[src/rtl/regfile_pkg.sv]
// Shared constants and helpers for the parametrised register file.
// Latency: none (types and functions only).
// Backpressure: not applicable.
package regfile_pkg;

    localparam int DEF_XLEN = 32;
    localparam int DEF_NREG = 32;

    // Helpers work on a fixed maximum width; callers zero-extend / truncate.
    localparam int MAX_NREG = 1024;
    localparam int MAX_AW   = 10;

    // Number of set bits in a vector of up to MAX_NREG entries.
    function automatic int unsigned popcount(input logic [MAX_NREG-1:0] v);
        int unsigned n;
        n = 0;
        for (int i = 0; i < MAX_NREG; i++) begin
            n = n + {31'd0, v[i]};
        end
        return n;
    endfunction

    // Register address to one-hot select vector.
    function automatic logic [MAX_NREG-1:0] addr_onehot(input logic [MAX_AW-1:0] a);
        logic [MAX_NREG-1:0] v;
        v    = '0;
        v[a] = 1'b1;
        return v;
    endfunction

endpackage

[src/rtl/regfile_scoreboard.sv]
// Per-register busy bits (pending writes) with set/clear priority and a busy count.
// Latency: busy and busy_cnt update one cycle after issue/writeback/flush.
// Backpressure: none; every issue, writeback and flush is accepted each cycle.
module regfile_scoreboard
    import regfile_pkg::*;
#(
    parameter  int NREG     = DEF_NREG,
    parameter  int ZERO_REG = 1,
    localparam int AW       = $clog2(NREG)
) (
    input  logic            clk,
    input  logic            rst_n,
    input  logic            iss_valid,
    input  logic [AW-1:0]   iss_rd,
    input  logic            wen,
    input  logic [AW-1:0]   waddr,
    input  logic            flush,
    output logic [NREG-1:0] busy,
    output logic [AW:0]     busy_cnt
);

    logic [NREG-1:0] set_vec;
    logic [NREG-1:0] clr_vec;
    logic [NREG-1:0] busy_nxt;
    logic [AW:0]     busy_cnt_nxt;

    // Next busy vector: flush beats issue, issue beats a same-register writeback clear.
    always_comb begin
        set_vec  = '0;
        clr_vec  = '0;
        busy_nxt = busy;
        if (iss_valid) begin
            set_vec = NREG'(addr_onehot(MAX_AW'(iss_rd)));
        end
        if (wen) begin
            clr_vec = NREG'(addr_onehot(MAX_AW'(waddr)));
        end
        if (flush) begin
            busy_nxt = '0;
        end else begin
            busy_nxt = (busy & ~clr_vec) | set_vec;
        end
        if (ZERO_REG != 0) begin
            busy_nxt[0] = 1'b0;
        end
        busy_cnt_nxt = (AW+1)'(popcount(MAX_NREG'(busy_nxt)));
    end

    // Busy bits and their count are registered together so the count always matches.
    always_ff @(posedge clk or negedge rst_n) begin
        if (!rst_n) begin
            busy     <= '0;
            busy_cnt <= '0;
        end else begin
            busy     <= busy_nxt;
            busy_cnt <= busy_cnt_nxt;
        end
    end

endmodule

[src/rtl/regfile_sb.sv]
// Parametrised register file with NRD combinational read ports, optional write bypass and scoreboard.
// Latency: reads are zero-latency; writes and busy updates take effect at the next rising edge.
// Backpressure: none; reads, write, issue and flush are all accepted every cycle.
module regfile_sb
    import regfile_pkg::*;
#(
    parameter  int XLEN     = DEF_XLEN,
    parameter  int NREG     = DEF_NREG,
    parameter  int NRD      = 2,
    parameter  int ZERO_REG = 1,
    parameter  int BYPASS   = 1,
    localparam int AW       = $clog2(NREG)
) (
    input  logic                clk,
    input  logic                rst_n,
    input  logic [NRD*AW-1:0]   raddr,
    output logic [NRD*XLEN-1:0] rdata,
    output logic [NRD-1:0]      rbusy,
    input  logic                wen,
    input  logic [AW-1:0]       waddr,
    input  logic [XLEN-1:0]     wdata,
    input  logic                iss_valid,
    input  logic [AW-1:0]       iss_rd,
    input  logic                flush,
    output logic [AW:0]         busy_cnt
);

    logic [XLEN-1:0] mem [NREG];
    logic [NREG-1:0] busy;
    logic            wr_ok;

    // Writes to the hardwired zero register are silently dropped.
    assign wr_ok = wen && !((ZERO_REG != 0) && (waddr == '0));

    // Data array: cleared on reset, one write per cycle.
    always_ff @(posedge clk or negedge rst_n) begin
        if (!rst_n) begin
            for (int i = 0; i < NREG; i++) begin
                mem[i] <= '0;
            end
        end else if (wr_ok) begin
            mem[waddr] <= wdata;
        end
    end

    regfile_scoreboard #(
        .NREG     (NREG),
        .ZERO_REG (ZERO_REG)
    ) u_sb (
        .clk       (clk),
        .rst_n     (rst_n),
        .iss_valid (iss_valid),
        .iss_rd    (iss_rd),
        .wen       (wen),
        .waddr     (waddr),
        .flush     (flush),
        .busy      (busy),
        .busy_cnt  (busy_cnt)
    );

    for (genvar k = 0; k < NRD; k++) begin : g_rd
        logic [AW-1:0]   ra;
        logic            hit_zero;
        logic            hit_byp;
        logic [XLEN-1:0] rd_dat;
        logic            rd_busy;

        assign ra       = raddr[k*AW +: AW];
        assign hit_zero = (ZERO_REG != 0) && (ra == '0);
        // A same-cycle writeback to the addressed register both supplies the data
        // and retires the pending write, so the reader sees it as ready.
        assign hit_byp  = (BYPASS != 0) && wen && (waddr == ra) && !hit_zero;

        // Read mux: hardwired zero, then bypass, then stored value.
        always_comb begin
            rd_dat  = mem[ra];
            rd_busy = busy[ra];
            if (hit_zero) begin
                rd_dat  = '0;
                rd_busy = 1'b0;
            end else if (hit_byp) begin
                rd_dat  = wdata;
                rd_busy = 1'b0;
            end
        end

        assign rdata[k*XLEN +: XLEN] = rd_dat;
        assign rbusy[k]              = rd_busy;
    end

endmodule

[config.mk]
export PLATFORM = sky130hd
export DESIGN_NAME = regfile_sb
export DESIGN_NICKNAME = d
export VERILOG_FILES = /design/src/rtl/regfile_pkg.sv /design/src/rtl/regfile_scoreboard.sv /design/src/rtl/regfile_sb.sv
export SDC_FILE = /design/constraint.sdc
export NUM_CORES = 2
export LEC_CHECK = 0
export CORE_MARGIN = 1
export CORE_UTILIZATION = 56
export CTS_BUF_LIST = sky130_fd_sc_hd__clkbuf_16
export DETAILED_ROUTE_END_ITERATION = 10
export PLACE_DENSITY = 0.73
export SETUP_SLACK_MARGIN = 0.5
export SLEW_MARGIN = 20
export SYNTH_ARGS = -nofsm -noshare
export SYNTH_HDL_FRONTEND = slang
export SYNTH_HIERARCHICAL = 1
export SYNTH_SLANG_ARGS = --single-unit
export TNS_END_PERCENT = 5
[constraint.sdc]
create_clock -name clk -period 6.2 [get_ports clk]
set_input_delay 0.62 -clock clk [delete_from_list [all_inputs] [get_ports clk]]
set_output_delay 0.62 -clock clk [all_outputs]
set_load 0.02 [all_outputs]
### Yosys cells after proc, flatten, opt, wreduce, memory -nomap -nowiden

Cells that the tools add are included.
Widths: inputs -> output; s select.

| operators by class | value |
|---|---|
| mux-type cells | 28 |
| bitwise gates (word level) | 6 |
| magnitude comparators | 10 |
| reductions and logical operators | 14 |
| equal/unequal tests | 2 |
| add/subtract/negate cells | 30 |

Operators by type and width:

| kind | number |
|---|---|
| $bwmux 1024 | 1 |
| $mux 32 | 12 |
| $bmux 32 s5 | 2 |
| $add 6x1->6 | 29 |
| $demux 32 s5 | 1 |
| $and 32x32->32 | 1 |
| $not 32->32 | 1 |
| $or 32x32->32 | 1 |
| $lt 5x11->1 const B | 2 |
| $ge 6x6->1 const B | 3 |
| $not 5->6 | 3 |
| $logic_not 5->1 | 3 |
| $lt 5x6->1 const B | 2 |
| $bmux 1 s5 | 2 |
| $demux 1 s5 | 2 |
| $eq 5x5->1 | 2 |
| $ge 5x1->1 const B | 2 |
| $logic_and 1x1->1 | 8 |
| $mux 1 | 8 |
| $lt 6x1->1 const B | 1 |
| $logic_not 1->1 | 3 |
| $add 1x1->2 | 1 |

| word-level totals | value |
|---|---|
| input bits | 57 |
| output and inout port bits | 72 |
| word-level logic and storage cells | 124 |
| flip-flop bits (word level) | 1061 |

### Longest topological paths before layout

| depth | value |
|---|---|
| depth after elaboration | 39 |
| depth in mapped cells | 20 |

### Modules after synthesis

Netlist, hierarchy kept.

By module, submodules not included:

| module | cells an instance | area each (um^2) | sequential area each (um^2) | times used |
|---|---|---|---|---|
| regfile_sb | 4250 | 56890.8 | 25624.6 | 1 |
| regfile_scoreboard | 248 | 2501.1 | 925.9 | 1 |

### Worst setup path after synthesis

No wires, ideal clock.

| timing | value |
|---|---|
| path kind | input to register |
| start point | input port flush |
| end point | register u_sb.busy_cnt[4] |
| stages on the path | 17 |
| arrival | 5561 ps |
| setup slack | 559 ps |
| library setup time | 80 ps |
| data required time | 6120 ps |
| cell sequence | or4b_1 -> buf_4 -> o21a_1 -> fa_1 -> fa_1 -> inv_1 -> fa_1 -> inv_1 -> fa_1 -> fa_1 -> fa_1 -> fa_1 -> inv_1 -> fa_1 -> a21o_1 -> a21oi_1 -> xnor2_1 |

| on the way | value |
|---|---|
| word-level cells in the longest chain between the ends | 31 |

RTL lines:

| element | RTL line | source |
|---|---|---|
| from (decl) | regfile_sb.sv:24 | `input logic flush,` |
| $mux 32 * | regfile_scoreboard.sv:38 | `if (flush) begin` |
| $add 1x1->2 | regfile_pkg.sv:18 | `n = n + {31'd0, v[i]};` |
| $add 6x1->6 (28 in a row) | regfile_pkg.sv:18 |  |
| $add 6x1->6 * | regfile_pkg.sv:18 |  |
| via u_sb.busy_cnt_nxt[4] | regfile_scoreboard.sv:25 | `logic [AW:0] busy_cnt_nxt;` |
| to (signal assigned) | regfile_scoreboard.sv:56 | `busy_cnt <= busy_cnt_nxt;` |
| to (decl) | regfile_scoreboard.sv:19 | `output logic [AW:0] busy_cnt` |

The timed path passes the listed nets; every way through them passes the cells marked *.
A chain may end at the register's enable or synchronous reset.

### Worst setup path in the final report

| timing | value |
|---|---|
| start point | input port waddr[1] |
| end point | register u_sb.busy_cnt[4] |

| on the way | value |
|---|---|
| elaborated cells between the ends (all ways) | 40 |

RTL lines:

| element | RTL line | source |
|---|---|---|
| from (decl) | regfile_sb.sv:20 | `input logic [AW-1:0] waddr,` |
| $lt 5x11->1 (implied by the code) or $ge 5x1->1 (tied branches) | regfile_pkg.sv:27 | `v[a] = 1'b1;` |
| $logic_and 1x1->1 (implied by the code) | regfile_pkg.sv:27 |  |
| $mux 1 (implied by the code) | regfile_pkg.sv:27 |  |
| $demux 1 s5 * | n/a |  |
| $mux 32 * | regfile_scoreboard.sv:35 | `if (wen) begin` |
| $not 32->32 * | regfile_scoreboard.sv:41 | `busy_nxt = (busy & ~clr_vec) \| set_vec;` |
| $and 32x32->32 * | regfile_scoreboard.sv:41 |  |
| $or 32x32->32 * | regfile_scoreboard.sv:41 |  |
| $mux 32 * | regfile_scoreboard.sv:38 |  |
| via u_sb.busy_nxt[8] | regfile_scoreboard.sv:24 | `logic [NREG-1:0] busy_nxt;` |
| $add 6x1->6 * (24 in a row) | regfile_pkg.sv:18 |  |
| via u_sb.busy_cnt_nxt[4] | regfile_scoreboard.sv:25 |  |

Marks and branches as above.

==> flow_metrics.py <==
metrics = {
    "timing": {
        "clock_skew_ns": 0.00826,
        "rsz0062_at_grt": "false",
        "finalSetupTns_ns": 0,
        "finalCriticalPeriod_ns": 5.50,
        "finalHoldViolations": 0,
        "setup_viol": 0,
        "period_share_pct": 88.8,
        "final-max-slew-violation-count": 0,
        "fmax_ghz": 0.182,
        "tightest_slew_ns": 1.20,
        "fin_ws_ns": 0.696,
        "relSlewSlack_pct": 20.0,
    },
    "power_and_ir_drop": {
        "power.internal_mw": 14.4,
        "p_switching_mw": 5.67,
        "powerDensity_nw_per_um2": 305,
        "p_comb_share_pct": 20.8,
        "peakVddDrop_v": 0.000320,
        "pwr-share-seq_pct": 45.6,
        "clkPwrFrac_pct": 33.7,
        "switching_share_pct": 28.3,
        "total_leakage_power_nw": 28.9,
    },
    "setup_path": {
        "path_cells": "clkdlybuf4s50_1 > or3b_4 > buf_4 > o21ai_1 > o21ai_1 > fa_1 > inv_1 > fa_1 > fa_1 > fa_1 > fa_1 > fa_1 > fa_2 > inv_1 > fa_2 > a21o_1 > a21oi_2 > xnor2_1",
        "r2r_end": "u_sb/busy_cnt[4]",
        "worstPathArrival_ns": 6.13,
        "cpMaxStageDelayCell": "fa_1",
        "reg2reg_slack_ns": 1.07,
        "cp_top_family": "adder cells",
        "crit_cells": 18,
        "cp_num_buf_inv": 4,
        "required_ns": 6.82,
        "cp-start-kind": "input pin",
        "critPathMaxStageDelay_ns": 0.55,
        "r2r_start": "u_sb/busy[26]",
        "cp_max_fo": 4,
        "crit_type": "input pin to register",
        "reg2regPathDepth": 18,
        "cpMostUsedCell": "fa_1",
        "end_kind": "register",
    },
    "drt": {
        "vias": 41100,
        "drt-total-wl_um": 187000,
        "wl_per_cell_um": 31.5,
        "antenna_left": 0,
        "drt-initial-drc-count": 4211,
        "drc": 0,
        "vias_per_cell": 6.93,
        "first_pass_iters": 5,
    },
    "clock_tree": {
        "worstSkewPairLatency_ns": 0.70,
        "cts_buffer_depth": 3,
        "cts_tree": "yes",
        "cts.reportedPaths.clkPinSlew_ns": 0.06,
        "numClockSinks": 1061,
        "cts_buffers": 111,
        "htree_levels": 3,
        "ctsRootBufferMaster": "clkbuf_16",
    },
    "floorplan": {
        "rows": 119,
        "die_h_um": 328,
        "die_area_um2": 107000,
        "start_util_pct": 56.4,
        "die_w_um": 328,
        "core_area_um2": 105000,
        "num_io_pins": 129,
    },
    "global_routing": {
        "antenna_found_initial": 8,
        "grt_pass1_wl_um": 279000,
        "grt_pass1_vias": 42000,
        "grt_max_degree": 170,
        "grt_usage_pct": 35.1,
        "overflow": 0,
    },
    "synth": {
        "synth_top_cell_by_area": "dfrtp_1",
        "yosysWarningCount": 6,
        "ys_seq_elements": 1061,
        "avgSynthCellArea_um2": 13.2,
        "ys_seq_area_share_pct": 44.7,
        "synth_edf_count": 0,
        "postSynthCellCount": 4498,
        "synthDistinctLibCells": 65,
        "ys.flop_type": "dfrtp_1",
        "syn-num-nets": 4585,
        "synth_area_um2": 59400,
        "synth-async-reset-ratio_pct": 100,
        "synth.area.top_cells": "dfrtp_1 (45%), mux2_2 (20%), mux4_2 (10%), mux2i_1 (7.2%), clkbuf_1 (1.5%)",
        "synth_top_area_share_pct": 44.7,
    },
    "min_path": {
        "worstHoldEndpoint": "mem[1000]",
        "hold_path_startpoint": "mem[1000]",
        "hp-class": "register to register",
        "whs_path_depth": 0,
    },
    "status": {
        "status": "completed",
    },
    "placed_design": {
        "routabilityCongestion": 0.927,
        "placed_area_um2": 61800,
        "hpwl_um": 112000,
        "pre_cts_ws_ns": -0.189,
        "io_buffers": 128,
    },
    "final_layout": {
        "final_common_cell": "dfrtp_1",
        "utilization_pct": 62.4,
        "nNetsFinal": 4530,
        "area_growth_pct": 10.6,
        "n_fill_cell": 8011,
        "drive_gt1_share_pct": 39.8,
        "final_area_um2": 65700,
        "mostFrequentLayoutCells": "dfrtp_1 (1061), mux2_2 (1048), mux2i_1 (425)",
    },
    "run": {
        "max_cap_violations": 0,
    },
}
[per-stage QoR]
step / instances / total power, mW / hold slack, ns
floorplan: 4498 / 12.0 / 0.324
global placement: 5702 / 13.1 / 0.376
detailed placement: 5707 / 13.3 / 0.383
CTS: 5913 / 20.1 / 0.397
global route: 5928 / 20.8 / 0.412
finish: 5929 / 20.0 / 0.392
[cell type report]
class | count | area, um^2 | share of cell area (%)
multi-input cells | 2912 | 30500 | 46.4
flip-flops and latches | 1061 | 26600 | 40.4
repair buffers | 327 | 3130 | 4.76
clock buffers | 114 | 2850 | 4.34
well taps | 1391 | 1740 | 2.65
clock inverters | 91 | 781 | 1.19
inverters | 30 | 113 | 0.171
diodes | 3 | 7.51 | 0.0114
[state kept, by name (all words and copies together), names as in the netlist]
name and cells:
u_sb/busy 31, u_sb/busy_cnt 6, mem 1024
[worst max path at each step]
stage,start,end,slack [ns]
2_1_floorplan,flush,u_sb/busy_cnt[4],0.56
3_3_place_gp,flush,u_sb/busy_cnt[4],-0.12
3_5_place_dp,flush,u_sb/busy_cnt[4],-0.19
4_1_cts,flush,u_sb/busy_cnt[4],0.52
5_1_grt,iss_rd[1],u_sb/busy_cnt[4],0.51
6_report,waddr[1],u_sb/busy_cnt[4],0.70
[power groups by stage]
| stage | Combinational [mW] | Clock (mW) | Sequential, mW |
|---|---|---|---|
| after floorplan | 3.10 | 0 | 8.92 |
| after global placement | 4.01 | 0 | 9.13 |
| after detailed placement | 4.12 | 0 | 9.22 |
| after CTS | 4.14 | 6.81 | 9.10 |
| after global routing | 4.45 | 7.09 | 9.31 |
| final | 4.17 | 6.74 | 9.13 |
[synth_stat cells, drive strengths merged (2+ instances only)]
cell type,instances
fa,23
nor2,87
a31oi,2
nand2,83
inv,30
nor3b,5
mux4,274
xor2,8
dfrtp,1061
clkbuf,235
a2111oi,62
nand3,10
mux2,1056
nand4bb,2
o21ai,188
xnor2,5
or3,3
a22oi,37
buf,260
o22ai,31
nand2b,3
a21oi,129
ha,7
a22o,91
or3b,9
nor3,2
a21boi,33
nand4,2
or4,2
nand3b,14
a211oi,92
o2111ai,62
nor2b,127
mux2i,425
or2,3
o21a,16
o211ai,2
and3b,3
a21o,2
[timing repair]
action,4_1_cts,5_1_grt
endpoints found under the setup margin,0,3
hold buffers,1,0
endpoints found under the hold margin,71,0
setup buffers,0,13
gates resized for setup,0,47
[layer usage]
metal	track usage, %	wire (um)	vias up
met2	53.0	84200	2133
met1	48.0	74500	21500
li1	-	-	16900
met3	8.11	18100	581
met5	0	27	-
met4	16.8	9870	4
[cell families after synthesis]
kind of cell / after synthesis / synth area share (%)
and+or+nand+nor: 361 / 3.21
adders and majority gates: 30 / 0.923
other: 1 / 0.00631
muxes: 1755 / 37.6
AOI/OAI and AO/OA: 752 / 8.91
DFF: 1061 / 44.7
buffers and inverters: 525 / 4.48
xor gates and xnor gates: 13 / 0.192
No activity file was read; power rests on OpenSTA's default activity.
